File: config.mk
export PLATFORM = sky130hd
export DESIGN_NAME = hyperbus_rwds_responder
export DESIGN_NICKNAME = d
export VERILOG_FILES = /design/src/rtl/hyperbus_rwds_responder.sv
export SDC_FILE = /design/constraint.sdc
export NUM_CORES = 1
export LEC_CHECK = 0
export ABC_AREA = 1
export CAP_MARGIN = 20
export CORE_ASPECT_RATIO = 2
export CORE_MARGIN = 1
export CORE_UTILIZATION = 44
export DETAILED_ROUTE_END_ITERATION = 8
export PLACE_DENSITY = 0.83
export SLEW_MARGIN = 15
export SYNTH_ARGS = -nofsm -noshare
export SYNTH_HDL_FRONTEND = slang
export SYNTH_SLANG_ARGS = --single-unit
File: constraint.sdc
create_clock -name clk_i -period 1.1 [get_ports clk_i]
set_input_delay 0.11 -clock clk_i [delete_from_list [all_inputs] [get_ports clk_i]]
set_output_delay 0.11 -clock clk_i [all_outputs]
set_load 0.01 [all_outputs]
File: src/rtl/hyperbus_rwds_responder.sv
// hyperbus_rwds_responder
// Device-side HyperBus responder. It captures the 48-bit command-address,
// signals single or double initial latency on RWDS while CA is on the bus,
// counts the latency and then streams read words from a valid/ready source
// as DDR bytes (hi byte with RWDS=1, lo byte with RWDS=0). Writes are
// passive. One clk_i cycle is one hyper_ck edge.
//
// Handshake: a read word moves when rd_valid_i and rd_ready_o are both high
// at a rising clk_i edge. rd_ready_o never depends on rd_valid_i.
//
// Ports:
//   clk_i, rst_ni          edge-rate clock, synchronous active-low reset
//   cfg_latency_i [3:0]    initial latency (0..2 clamped to 3)
//   cfg_fixed_latency_i    force double latency
//   refresh_busy_i         refresh collision, double latency
//   hyper_cs_ni            chip select (active low, clk_i domain)
//   hyper_dq_i [7:0]       CA byte input
//   hyper_dq_o [7:0]       read byte output, hyper_dq_oe_o its enable
//   hyper_rwds_o           RWDS value, hyper_rwds_oe_o its enable
//   ca_o [47:0]            captured CA, ca_valid_o one-cycle completion pulse
//   rd_data_i [15:0]       read word ([15:8] sent first)
//   rd_valid_i, rd_ready_o read word handshake
//   latency_2x_o           double-latency flag of current/last transaction
module hyperbus_rwds_responder (
  input  logic        clk_i,
  input  logic        rst_ni,
  input  logic [3:0]  cfg_latency_i,
  input  logic        cfg_fixed_latency_i,
  input  logic        refresh_busy_i,
  input  logic        hyper_cs_ni,
  input  logic [7:0]  hyper_dq_i,
  output logic [7:0]  hyper_dq_o,
  output logic        hyper_dq_oe_o,
  output logic        hyper_rwds_o,
  output logic        hyper_rwds_oe_o,
  output logic [47:0] ca_o,
  output logic        ca_valid_o,
  input  logic [15:0] rd_data_i,
  input  logic        rd_valid_i,
  output logic        rd_ready_o,
  output logic        latency_2x_o
);

  typedef enum logic [2:0] {
    S_IDLE,
    S_CA,
    S_LATENCY,
    S_READ,
    S_WRITE
  } state_t;

  state_t      state;
  logic [2:0]  byte_idx;
  logic [5:0]  lat_cnt;
  logic [7:0]  lo_byte;
  logic        ready_q;

  // Latency decode, only used at t0.
  logic       double_lat;
  logic [3:0] lat_l;
  logic [5:0] lat_preset;

  always_comb begin
    double_lat = cfg_fixed_latency_i | refresh_busy_i;
    lat_l      = (cfg_latency_i < 4'd3) ? 4'd3 : cfg_latency_i;
    // LATENCY lasts 2*L*m-2 cycles; the counter runs from that minus one
    // down to zero.
    if (double_lat) lat_preset = {lat_l, 2'b00} - 6'd3;
    else            lat_preset = {1'b0, lat_l, 1'b0} - 6'd3;
  end

  assign rd_ready_o = ready_q & ~hyper_cs_ni;

  always_ff @(posedge clk_i) begin
    if (!rst_ni) begin
      state           <= S_IDLE;
      byte_idx        <= '0;
      lat_cnt         <= '0;
      lo_byte         <= '0;
      ready_q         <= 1'b0;
      ca_o            <= '0;
      ca_valid_o      <= 1'b0;
      latency_2x_o    <= 1'b0;
      hyper_dq_o      <= '0;
      hyper_dq_oe_o   <= 1'b0;
      hyper_rwds_o    <= 1'b0;
      hyper_rwds_oe_o <= 1'b0;
    end else begin
      ca_valid_o <= 1'b0;
      if (hyper_cs_ni) begin
        // CS high ends any transaction; a partial CA is simply dropped.
        state           <= S_IDLE;
        ready_q         <= 1'b0;
        hyper_dq_oe_o   <= 1'b0;
        hyper_rwds_o    <= 1'b0;
        hyper_rwds_oe_o <= 1'b0;
      end else begin
        case (state)
          S_IDLE: begin
            ca_o            <= {40'd0, hyper_dq_i};
            latency_2x_o    <= double_lat;
            lat_cnt         <= lat_preset;
            byte_idx        <= 3'd1;
            hyper_rwds_oe_o <= 1'b1;
            hyper_rwds_o    <= double_lat;
            hyper_dq_oe_o   <= 1'b0;
            state           <= S_CA;
          end
          S_CA: begin
            // Shift register: byte 0 ends up in [47:40] after six bytes.
            ca_o <= {ca_o[39:0], hyper_dq_i};
            if (byte_idx == 3'd5) begin
              ca_valid_o   <= 1'b1;
              hyper_rwds_o <= 1'b0;
              // ca_o[39] holds CA[47] before the final shift.
              if (ca_o[39]) begin
                state <= S_LATENCY;
              end else begin
                hyper_rwds_oe_o <= 1'b0;
                state           <= S_WRITE;
              end
            end else begin
              byte_idx <= byte_idx + 3'd1;
            end
          end
          S_LATENCY, S_READ: begin
            if (ready_q) begin
              // Ready slot (last LATENCY cycle or READ lo/stall-2 cycle).
              state         <= S_READ;
              ready_q       <= 1'b0;
              hyper_dq_oe_o <= 1'b1;
              if (rd_valid_i) begin
                hyper_dq_o   <= rd_data_i[15:8];
                lo_byte      <= rd_data_i[7:0];
                hyper_rwds_o <= 1'b1;
              end else begin
                hyper_rwds_o <= 1'b0;
              end
            end else if (state == S_LATENCY) begin
              if (lat_cnt == 6'd1) ready_q <= 1'b1;
              lat_cnt <= lat_cnt - 6'd1;
            end else begin
              // Hi cycle (RWDS=1) is followed by the lo byte; a stall-1
              // cycle (RWDS=0) keeps DQ as is.
              ready_q <= 1'b1;
              if (hyper_rwds_o) begin
                hyper_dq_o   <= lo_byte;
                hyper_rwds_o <= 1'b0;
              end
            end
          end
          S_WRITE: begin
            hyper_dq_oe_o   <= 1'b0;
            hyper_rwds_oe_o <= 1'b0;
          end
          default: state <= S_IDLE;
        endcase
      end
    end
  end

endmodule

# Word level (Yosys, flattened, before mapping)
# Index checks and enable logic that the tools add are counted.
# totals
wordCells	89
in_bits	34
register_bits	82
# classes
n_mux	30
eq_ne	15
n_reduce_logical	21
n_addsub	4
magnitude_cmp	1
bitwise	6
# ops
cell	count
one-hot mux 48 bit (2 select lines)	1
2-to-1 mux 8 bit	4
2-to-1 mux 6 bit	3
inequality test 2 bit, second input constant	8
2-to-1 mux 3 bit	4
one-hot mux 3 bit (4 select lines)	1
one-hot mux 6 bit (2 select lines)	1
AND reduction 3 bit	4
2-to-1 mux 1 bit	11
AND reduction 4 bit	2
nonzero test 2 bit	4
equality test 3 x 2 -> 1 bit, second input constant	2
equality test 3 bit, second input constant	2
equality test 6 x 1 -> 1 bit, second input constant	1
one-hot mux 1 bit (3 select lines)	2
one-hot mux 3 bit (2 select lines)	1
AND reduction 2 bit	3
nonzero test 3 bit	2
OR reduction 2 bit	3
subtractor 5 x 2 -> 6 bit, second input constant	1
subtractor 6 x 1 -> 6 bit, second input constant	1
subtractor 6 x 2 -> 6 bit, second input constant	1
AND reduction 5 bit	1
< comparator 4 x 2 -> 1 bit, second input constant	1
10 further kinds	13

# Longest topological paths before layout
# depth
depth_word	5
depth_mapped	10

# Worst setup path before layout
# Ideal clock, no wire load.
# synth_timing
path_kind	reg2reg
start	register ready_q
end	register hyper_dq_o[0]
arrival_time_ps	1093
period_less_slack_ps	1225
stages_incl_launch_ff	6
path_slack_ps	-125
t_required_ps	968
path_cell_list	dfxtp_1 > buf_2 > o21ai_2 > nand3_4 > nand2_1 > a21oi_1
# synth_via
elab_chain_len	2
elab_cells_between_ends	5
classes_between	eq/ne: 2; mux: 1; reduce/logical: 2
# synth_lines
item	line_no	text
from (decl)	56	logic ready_q;
from (signal assigned)	80	ready_q <= 1'b0;
from (signal assigned)	93	ready_q <= 1'b0;
from (signal assigned)	130	ready_q <= 1'b0;
inequality test 2 bit (no line) or nonzero test 2 bit (tied branches)	-	
AND reduction 5 bit (no line)	-	
to (signal assigned)	133	hyper_dq_o <= rd_data_i[15:8];
to (signal assigned)	147	hyper_dq_o <= lo_byte;
to (decl)	32	output logic [7:0] hyper_dq_o,
# Several ways; a longest one is shown, not always the timed one.
# A chain may end at the register's enable or synchronous reset.

# Worst setup path after layout
# layout_timing
start	register state[1]
end	register state[1]
# layout_via
elab_chain_len	4
elab_cells_between_ends	11
classes_between	eq/ne: 6; mux: 1; bitwise: 1; reduce/logical: 3
# layout_lines
item	line_no	text
from (decl)	52	state_t state;
from (signal assigned)	76	state <= S_IDLE;
from (signal assigned)	92	state <= S_IDLE;
from (signal assigned)	107	state <= S_CA;
equality test 3 x 2 -> 1 bit	98	case (state)
OR reduction 2 bit	98	
inequality test 2 bit (no line)	-	
AND reduction 3 bit (no line)	-	
# Several ways; a longest one is shown, not always the timed one.

==> results.yml <==
pwr:
  p_per_area_nw_per_um2: 1206
  switching_share: 0.2657
  pwr-share-clk: 0.433
  p_int_uw: 5711
  p_comb_frac: 0.167
  power.share.sequential: 0.400
  p_switching_uw: 2067
  vdd_drop_max_uv: 1171
  p_leak_uw: 0.002616
clocking:
  cts_tree: "built"
  clkTransAtPathRegs_ns: 0.07
  cts.sink_count: 82
  cts_root_buf: "clkbuf_16"
  htree_levels: 3
  cts_hold_buffers: 0
  numCtsBuffers: 9
  clkLatencyLatePin_ns: 0.35
  clk_path_buf_depth: 2
cells_and_area:
  fin_util: 0.8119
  multi_input_area_sq_um: 2365
  nets: 692
  regArea_sq_um: 1682
  area_growth_pct: 78.40
  fin_cells: 753
  fill_cells: 399
  drive_gt1_frac: 0.4673
  final_area_sq_um: 6449
  n_antenna_cell: 0
sta:
  setup_ws_ns: -0.3932
  final_hold_viol_count: 0
  setup_tns_ns: -15.81
  slew_headroom: 0.7614
  grt_setup_unrepaired: "yes"
  setup_viol: 86
  slew_viol_final: 0
  worst_pin_slew_ns: 0.3580
  max_freq_ghz: 0.6697
  clock_skew_ns: 0.01442
  fin_crit_sh: 1.357
  period_needed_ns: 1.493
placed_design:
  io_buffers: 95
  postPlaceCellArea_sq_um: 5044
  dp.cells: 699
  hpwl_microns: 7338
  gp_congestion: 0.8905
detailed_routing:
  drt-total-wl_microns: 17030
  ant_nets: 0
  wire_per_inst_microns: 22.61
  first_iter_violations: 467
  via_per_inst: 6.190
  top_layer_used: "met5"
  num_vias: 4661
  m1WireLength_microns: 5623
  dr.pass1.iters: 8
  wl_met2_microns: 8646
  dr_wl_met3_microns: 1268
  drcViolationCount: 0
global_route:
  track_usage: 0.3421
  overflow: 0
  grt_first_pass_wirelength_microns: 21900
  grt_max_degree: 29
  grt_pass1_vias: 4340
  antenna_found_initial: 1
floorplanning:
  coreArea_sq_um: 7943
  io_pins: 96
  num_rows: 46
  initial_core_util: 0.4551
  die_area_sq_um: 8604
  die_w_microns: 66.09
  die_h_microns: 130.2
worst_setup_path:
  cp-end-kind: "flip-flop"
  crit_arrival_ns: 1.71
  critPathLaunchType: "flip-flop"
  crit_type: "flip-flop to flip-flop"
  worstPathRequired_ns: 1.32
  cp_max_fo: 5
synthesis:
  yosys.area.top_type_share: 0.4541
  ys_top_cells_by_area: "dfxtp_1 45%, nand2_1 11%, a21oi_1 8.9%"
  syn_nets: 526
  ys_types: 32
  ys_ff_latch: 82
  synth_top_cell_by_area: "dfxtp_1"
  syn_area_sq_um: 3615
  synth_area_per_cell_sq_um: 7.438
  synth_warnings: 0
  synthCells: 486
  seq_area_frac_synth: 0.4541
run_status:
  status: "finished with violations"
  violations: "setup timing"
min_path:
  hold_path_class: "primary input to flip-flop"
run:
  maxCapViolCount: 0
[path summary, 6_finish.rpt]
path                            slack (ns)         start         end  cells after the start
worst max-delay path                 -0.39      state[1]    state[1]                      7
worst min-delay path                  0.35  rd_data_i[0]  lo_byte[0]                      3
worst max register to register       -0.39      state[1]    state[1]                      7
worst min register to register        0.47      ca_o[46]    ca_o[46]                      2
[kinds of logic after synthesis]
logic type                 share of synthesized area
and+or+nand+nor                               0.3139
AOI/OAI and AO/OA                             0.1378
xor gates and xnor gates                    0.009694
buffers and inverters                        0.06369
DFF                                           0.4541
adders and majority gates                    0.02077
[registers in the layout, summed over array words and instances, names as in the netlist]
signal	flops
hyper_dq_oe_o	1
hyper_dq_o	8
ready_q	1
lo_byte	8
hyper_rwds_o	1
ca_o	48
hyper_rwds_oe_o	1
latency_2x_o	1
state	3
lat_cnt	6
ca_valid_o	1
byte_idx	3
[worst max-delay path: stages, from the launching register on]
cell and delay [ns]:
dfxtp_4 0.39, buf_6 0.14, nor2_4 0.13, nand2_2 0.11, nor2_4 0.22, nor2_1 0.08, a21oi_1 0.21, nor2_1 0.08
[cells in the mapped netlist (all sizes together)]
cell type and n:
nand2 112, nand4 10, o21ai 30, nor3 2, ha 6, nand3 49, inv 28, o211a 1
clkbuf 9, o21bai 1, nor2 71, a21oi 64, xnor2 1, o22ai 1, buf 14, nand3b 1
xor2 3, dfxtp 82, clkinv 1
[power groups by stage]
stage | registers (uW) | logic, uW | clock network [uW]
2_1_floorplan | 3160 | 412 | 0
3_3_place_gp | 3150 | 817 | 0
3_5_place_dp | 3150 | 836 | 0
4_1_cts | 3090 | 1080 | 3290
5_1_grt | 3110 | 1370 | 3530
6_report | 3110 | 1300 | 3370
[metal layers]
metal,track usage,vias to the layer above
met1,0.3375,2223
met3,0.08392,144
li1,-,1947
met2,0.6056,345
met5,0,-
met4,0.2416,2
[cells in the final DEF, fill, tap and decap left out, drive strengths merged, types with 6 or more instances in the layout]
cell type,n
nand2,112
a21oi,64
ha,6
o21ai,30
dfxtp,82
nand4,10
clkbuf,33
buf,82
inv,30
nor2,72
clkdlybuf4s50,30
clkdlybuf4s15,20
nand3,49
dlygate4sd2,21
[through the flow]
stage | total power [uW] | worst slack, ns | hold WS [ns]
final | 7778 | -0.3932 | 0.3468
after global placement | 3965 | -0.4024 | 0.4380
after CTS | 7462 | -0.1669 | 0.3491
after floorplan | 3574 | -0.03302 | 0.2449
after detailed placement | 3988 | -0.5441 | 0.4501
after global routing | 8011 | -0.4645 | 0.3700
[final cells by class]
type / count / area share
Multi-Input combinational cell: 353 / 0.3667
Timing Repair Buffer: 176 / 0.2809
Sequential cell: 82 / 0.2608
Clock buffer: 10 / 0.03706
Inverter: 29 / 0.02115
Tap cell: 96 / 0.01863
Clock inverter: 6 / 0.01358
Timing Repair inverter: 1 / 0.001164
[timing repair]
| action | in CTS | in global routing |
|---|---|---|
| setup endpoints to repair | 143 | 125 |
| pin swaps | 22 | 40 |
| setup buffers | 16 | 11 |
| resized for setup | 170 | 190 |
| cloned | 9 | 4 |
(Power assumes the default switching activity.)
